File: src/rtl/uart_tx_arb.sv
// Round-robin, packet-locked arbiter that shares one UART transmit stream
// between NREQ requesters, with an optional idle timeout that forces release.
module uart_tx_arb #(
  parameter int NREQ    = 2,
  parameter int TIMEOUT = 1023,
  parameter int CW      = 10
) (
  input  logic              clk,
  input  logic              rst,
  input  logic [NREQ*8-1:0] req_tdata,
  input  logic [NREQ-1:0]   req_tvalid,
  input  logic [NREQ-1:0]   req_tlast,
  output logic [NREQ-1:0]   req_tready,
  output logic [7:0]        out_tdata,
  output logic              out_tvalid,
  input  logic              out_tready,
  output logic [NREQ-1:0]   grant,
  output logic              timeout_evt
);

  localparam int IW = (NREQ > 1) ? $clog2(NREQ) : 1;
  localparam logic [CW-1:0] TO = TIMEOUT[CW-1:0];

  typedef enum logic {IDLE, LOCK} state_t;

  state_t          state_q, state_d;
  logic [NREQ-1:0] grant_q, grant_d;
  logic [IW-1:0]   rr_q, rr_d;
  logic [CW-1:0]   cnt_q, cnt_d;
  logic            evt_q, evt_d;

  logic [IW-1:0]   gidx;
  logic            g_valid, g_last, xfer;
  logic [IW-1:0]   pick_idx;
  logic            pick_vld;

  function automatic logic [CW-1:0] sat_inc(input logic [CW-1:0] v);
    return (&v) ? v : v + 1'b1;
  endfunction

  // State register: everything here is control state
  always_ff @(posedge clk) begin
    if (!rst) begin
      state_q <= IDLE;
      grant_q <= '0;
      rr_q    <= IW'(NREQ - 1);
      cnt_q   <= '0;
      evt_q   <= 1'b0;
    end else begin
      state_q <= state_d;
      grant_q <= grant_d;
      rr_q    <= rr_d;
      cnt_q   <= cnt_d;
      evt_q   <= evt_d;
    end
  end

  // Next-state: round-robin pick in IDLE, lock/release bookkeeping in LOCK
  always_comb begin
    state_d  = state_q;
    grant_d  = grant_q;
    rr_d     = rr_q;
    cnt_d    = cnt_q;
    evt_d    = 1'b0;
    pick_vld = 1'b0;
    pick_idx = '0;
    for (int k = 1; k <= NREQ; k++) begin
      logic [IW-1:0] cand;
      cand = IW'((int'(rr_q) + k) % NREQ);
      if (!pick_vld && req_tvalid[cand]) begin
        pick_vld = 1'b1;
        pick_idx = cand;
      end
    end
    case (state_q)
      IDLE: begin
        if (pick_vld) begin
          grant_d           = '0;
          grant_d[pick_idx] = 1'b1;
          state_d           = LOCK;
          cnt_d             = '0;
        end
      end
      LOCK: begin
        if (xfer) begin
          cnt_d = '0;
          if (g_last) begin
            state_d = IDLE;
            grant_d = '0;
            rr_d    = gidx;
          end
        end else if (!g_valid) begin
          // Only requester silence counts; a busy UART holds the counter
          cnt_d = sat_inc(cnt_q);
          if (TIMEOUT != 0 && cnt_d == TO) begin
            state_d = IDLE;
            grant_d = '0;
            rr_d    = gidx;
            evt_d   = 1'b1;
          end
        end
      end
      default: begin
        state_d = IDLE;
        grant_d = '0;
      end
    endcase
  end

  // Output mux driven from the registered grant
  always_comb begin
    gidx      = '0;
    out_tdata = '0;
    for (int i = 0; i < NREQ; i++) begin
      if (grant_q[i]) begin
        gidx      = IW'(i);
        out_tdata = req_tdata[i*8 +: 8];
      end
    end
    g_valid     = |(req_tvalid & grant_q);
    g_last      = |(req_tlast & grant_q);
    out_tvalid  = g_valid;
    req_tready  = grant_q & {NREQ{out_tready}};
    xfer        = g_valid & out_tready;
    grant       = grant_q;
    timeout_evt = evt_q;
  end

  a_onehot: assert property (@(posedge clk) disable iff (!rst)
    $onehot0(grant_q) && $onehot0(req_tready));

endmodule

File: config.mk
export PLATFORM = sky130hd
export DESIGN_NAME = uart_tx_arb
export DESIGN_NICKNAME = d
export VERILOG_FILES = /design/src/rtl/uart_tx_arb.sv
export SDC_FILE = /design/constraint.sdc
export NUM_CORES = 1
export LEC_CHECK = 0
export CORE_MARGIN = 2
export CORE_UTILIZATION = 25
export DETAILED_ROUTE_END_ITERATION = 8
export PLACE_DENSITY_LB_ADDON = 0.08
export SLEW_MARGIN = 25
export SYNTH_ARGS = -nofsm -noshare
export SYNTH_HDL_FRONTEND = slang
export SYNTH_SLANG_ARGS = --single-unit
File: constraint.sdc
create_clock -name clk -period 5.5 [get_ports clk]
set_input_delay 0.825 -clock clk [delete_from_list [all_inputs] [get_ports clk]]
set_output_delay 0.825 -clock clk [all_outputs]
set_load 0.02 [all_outputs]
# Yosys cells after proc, flatten, opt, wreduce, memory -nomap -nowiden
# Cells that the tools add are included.
[totals]
regBits = 15
latch_bits = 0
ram_bits = 0
rom_bits = 0
inputBits = 23
output_inout_bits = 14
wordCells = 71
memories = 0
[classes]
n_addsub = 3
multipliers = 0
div = 0
n_lt_le_gt_ge = 4
n_eq_ne = 7
shift = 0
mux = 35
bitwise_logic = 6
reduce_logical = 11
[ops]
columns = ["cell", "count"]
rows = [
  ["two-way mux 10 bit", 4],
  ["two-way mux 1 bit", 20],
  ["case mux 10 bit (2 select lines)", 1],
  ["two-way mux 8 bit", 2],
  ["adder 10 x 1 -> 10 bit (second input constant)", 1],
  ["equality test 10 bit (second input constant)", 1],
  ["two-way mux 2 bit", 5],
  ["AND reduction 10 bit", 1],
  ["AND reduction 4 bit", 2],
  ["AND 2 bit", 3],
  ["less-than comparator 1 x 2 -> 1 bit (second input constant)", 3],
  ["OR reduction 5 bit", 1],
  ["!= test 2 bit (second input constant)", 2],
  ["case mux 2 bit (2 select lines)", 1],
  ["OR reduction 2 bit", 2],
  ["!= test 3 x 1 -> 1 bit (second input constant)", 1],
  ["!= test 3 x 2 -> 1 bit (second input constant)", 1],
  ["!= test 3 bit (second input constant)", 1],
  ["adder 1 bit (second input constant)", 2],
  ["logical AND 1 bit", 2],
  ["!= test 2 x 1 -> 1 bit (second input constant)", 1],
  ["NOT 1 bit", 2],
  ["case mux 1 bit (2 select lines)", 1],
  ["AND reduction 2 bit", 1],
  ["5 further kinds", 5],
]

# Depth between registers and ports, before layout
[depth]
ltp_word = 13
depth_mapped = 8
mapped_depth_nobuf = 7

# Least setup slack after synthesis
# Ideal clock, no wire load.
[synth_path]
path_kind = "reg-to-reg"
startpoint = "register cnt_q[0]"
endpoint = "register grant_q[0], in the netlist grant[0]"
setup_ns = 0.117
arrival_time_ns = 2.265
t_required_ns = 5.383
setup_slack_ns = 3.118
path_stages_with_launch = 9
n_path_buf = 1
period_less_slack_ns = 2.382
cell_sequence = "dfxtp_1 ha_1 buf_2 and4_2 and4_2 nor4_4 o2111ai_2 or3_1 a32o_1"
[synth_via]
elab_chain_cells = 5
elab_cells_between_ends = 6
classes_between = "add/sub: 1; eq/ne: 2; mux: 1; reduce/logical: 2"
[synth_rtl]
columns = ["item", "line_no", "rtl"]
rows = [
  ["start: declaration", "29", "logic [CW-1:0] cnt_q, cnt_d;"],
  ["start signal: assignment", "53", "cnt_q <= cnt_d;"],
  ["adder 10 x 1 -> 10 bit / AND reduction 10 bit (equally long branches)", "38", "return (&v) ? v : v + 1'b1;"],
  ["two-way mux 10 bit *", "38", ""],
  ["equality test 10 bit *", "95", "if (TIMEOUT != 0 && cnt_d == TO) begin"],
  ["!= test 3 x 1 -> 1 bit (no line) *", "n/a", ""],
  ["AND reduction 4 bit (no line) *", "n/a", ""],
  ["end signal: assignment", "51", "grant_q <= grant_d;"],
  ["end: declaration", "27", "logic [NREQ-1:0] grant_q, grant_d;"],
]
# Mark *: on every way between the ends. The rest lies on a longest branch, timed or not.
# A chain may end at the register's enable or synchronous reset.

# Worst setup path in the final report
[layout_path]
startpoint = "input req_tvalid[0]"
endpoint = "output out_tvalid"
[layout_via]
elab_chain_cells = 2
[layout_rtl]
columns = ["item", "line_no", "rtl"]
rows = [
  ["start: declaration", "11", "input logic [NREQ-1:0] req_tvalid,"],
  ["AND 2 bit", "120", "g_valid = |(req_tvalid & grant_q);"],
  ["OR reduction 2 bit", "120", ""],
  ["end: declaration", "15", "output logic out_tvalid,"],
]
# No other way between the ends.

==> results by group <==
Status
  – Status: finished, final reports clean

Clock network
  – Clk sinks: 15
  – Setup repair bufs after CTS: 0
  – Hold-fix buffers, CTS: 0
  – CTS buffer count: 3
  – Reg clk slew, reported paths: 0.07 ns
  – CTS tree: built
  – # H-tree levels: 1
  – Clock root buffer: clkbuf_8
  – Clock Tree Buf Depth: 2
  – Clk_lat worst skew: 0.25 ns
  – Post_cts resized: 0

Global route
  – Antenna violations before repair: 0
  – Vias in the first global route: 1079
  – Largest net degree at the start of global routing: 16
  – All-Layer GR Usage: 12.7%
  – Total gr overflow: 0
  – First-pass GRT wire length: between 5 and 6 mm

Power and ir drop
  – P per Cell Area: between 150 and 200 nW/µm²
  – Tot Pwr: about 270 µW
  – Peak supply drop: between 80 and 90 µV
  – Leak: 0.553 nW

Logic synthesis
  – Cells after Synth: between 100 and 150
  – Largest family of logic cells by synthesized area: compound AO/OA/AOI/OAI gates
  – Post-synth EDFFs: 0
  – Synth Cell Area: 1110 µm²
  – Post-Synth XOR/XNOR Area: 0.787%
  – Async S/R FF share, synth: 0%
  – Post-synthesis sequential area ratio: between 20% and 30%
  – Adder-cell share of the synthesized area: under 10%
  – Yosys warns: 0
  – Syn Nets: approximately 160
  – Most common flop cell mapped by yosys: dfxtp_1
  – Synth Area in Simple Gates: approximately 29%
  – Avg Cell Area, Syn: 8.37 µm²
  – Post-synth cell types: 47
  – Multiplexer share of the synthesized area: 0%
  – FF+latch count, synth: 15
  – Compound-Gate Fraction of Synth Area: between 30% and 40%

Critical path
  – Startpoint Class: input pin
  – R2r setup slk: 2.81 ns
  – End of the worst register-to-register path: grant[0]
  – Reg-to-reg critical path startpoint: cnt_q[0]
  – Crit path from: req_tvalid[0]
  – Worst-path fanout max: 7
  – CP Class: input pin to output pin
  – R2r worst-path depth: 7
  – Critical path required time: roughly 4.7 ns
  – Crit path DAT: ~2.5 ns
  – CP Capture Type: output pin

Floorplanning
  – # IOs: 37
  – Core area: 4320 µm²
  – Die area: approximately 5000 µm²
  – Die X: approximately 71 µm
  – Die span in y: roughly 71 µm
  – Initial Util: about 26%
  – Rows: 24

Final layout
  – Final Core Density: a little over a third
  – Layout cell share with drive strength beyond 1: about a tenth
  – Area grow syn2layout: 36.5%
  – Ant diodes: 0
  – Final nets: roughly 190
  – Non-filler cells, final: about 220
  – Commonest non-fill, non-tap cells in the layout: clkdlybuf4s50_1 (36), dfxtp_1 (15), a22o_1 (9)
  – Commonest non-fill, non-tap cell in the layout: clkdlybuf4s50_1

Timing
  – RSZ-0062 raised after global routing: false
  – Fmax achieved: 305 MHz
  – Final period util: 59.6%
  – Min Tclk post-route: roughly 3.3 ns
  – Setup Viol. Count Final: 0
  – Final hold violation count: 0
  – Clock Skews: roughly 0.0074 ns
  – PnR worst setup slack: 2.22 ns
  – Slew Limit Fails: 0
  – Setup TNS: 0 ns
  – Slew HR: between 60% and 70%
  – Worst Max-Slew Pin Slew: between 0.5 and 0.6 ns

Routing
  – WL final: around 3.3 mm
  – Via/cell ratio: around 5.5
  – Pre-Repair DR Iteration Count: 4
  – Via count: ~1200
  – WL/cell: between 15 and 20 µm
  – Drc violations: 0
  – DRT iter0 DRCs: 27
  – Final ANT Viol Nets: 0

Min path
  – Hold Crit Start: cnt_q[8]
  – Hold path cells: 1
  – Hold/Removal Path Class: flip-flop to flip-flop
  – Hold endpoint: cnt_q[8]

Placed design
  – Dpl cells: 211
  – Port Buf Inserts: 36
  – GPL Wtd Cong: 0.802
  – DP HPWL: roughly 2.5 mm
  – Pre-CTS setup slack: approximately 2.2 ns

Run
  – Max-Cap Viols: 0
## stage by stage
stage                     instance area, µm²  hold slack [ns]
after floorplan                         1110            0.485
final                                   1520            0.559
after global placement                  1480            0.532
after detailed placement                1480            0.541
after CTS                               1520            0.561
after global routing                    1520            0.586
## state kept, by name (all words and copies together), names as in the netlist
signal / flops
cnt_q: 10
state_q: 1
grant: 2
rr_q: 1
timeout_evt: 1
## how the worst max path moves through the flow
stage / end / slack, ns / cells after the start
4_1_cts: out_tvalid / 2.23 / 4
2_1_floorplan: grant[0] / 3.12 / 8
3_5_place_dp: out_tvalid / 2.24 / 4
5_1_grt: out_tvalid / 2.10 / 4
3_3_place_gp: out_tvalid / 2.27 / 4
6_report: out_tvalid / 2.22 / 4
## layout make-up
class	instances	area (µm²)
inverters	4	15.0
flip-flops and latches	15	300
repair buffers	36	360
multi-input cells	104	734
well taps	52	65.1
clock buffers	4	45.0
fillers	463	2800
## critical path, stage by stage
cell and delay (ns):
clkdlybuf4s50_1 0.48, a22oi_1 0.49, inv_2 0.10, clkdlybuf4s50_1 0.56
## synth_stat cells (2+ instances only)
master | number | area share, %
a21oi_1 | 8 | 3.6
a22o_1 | 9 | 7.1
a22oi_1 | 3 | 2.0
a31oi_1 | 4 | 2.2
a32o_1 | 3 | 2.7
and2_1 | 3 | 1.7
and3_1 | 5 | 2.8
and4_2 | 2 | 1.8
buf_2 | 3 | 1.3
buf_4 | 2 | 1.3
buf_6 | 2 | 2.0
clkbuf_1 | 3 | 1.0
dfxtp_1 | 15 | 27
inv_1 | 3 | 1.0
nand2_1 | 8 | 2.7
nand2_4 | 2 | 2.0
nand3_1 | 6 | 2.7
nor2_1 | 5 | 1.7
nor2b_1 | 4 | 2.2
nor3_1 | 4 | 1.8
o211ai_1 | 2 | 1.3
o21a_1 | 2 | 1.3
o21ai_0 | 6 | 2.7
o21ai_1 | 2 | 0.90
o221a_1 | 2 | 2.0
o31ai_1 | 3 | 2.0
or3_1 | 2 | 1.1
## power breakdown
group	total, mW	internal [mW]	switching, mW
Sequential	0.117	0.111	0.00585
Clock	0.0918	0.0513	0.0405
Combinational	0.0650	0.0349	0.0301
## logic make-up after synthesis
family | Yosys count
AOI/OAI and AO/OA | 52
and+or+nand+nor | 50
DFF | 15
buffers and inverters | 14
xor gates and xnor gates | 1
adders and majority gates | 1
## per-layer routing
layer / part of all wire [%] / vias to the layer above / global-route usage (%)
li1: - / 573 / -
met1: 44 / 555 / 15.5
met2: 49 / 48 / 22.7
met3: 5.9 / 2 / 2.14
met4: 0.64 / 0 / 3.98
met5: 0 / - / 0
No activity file was read; power rests on OpenSTA's default activity.
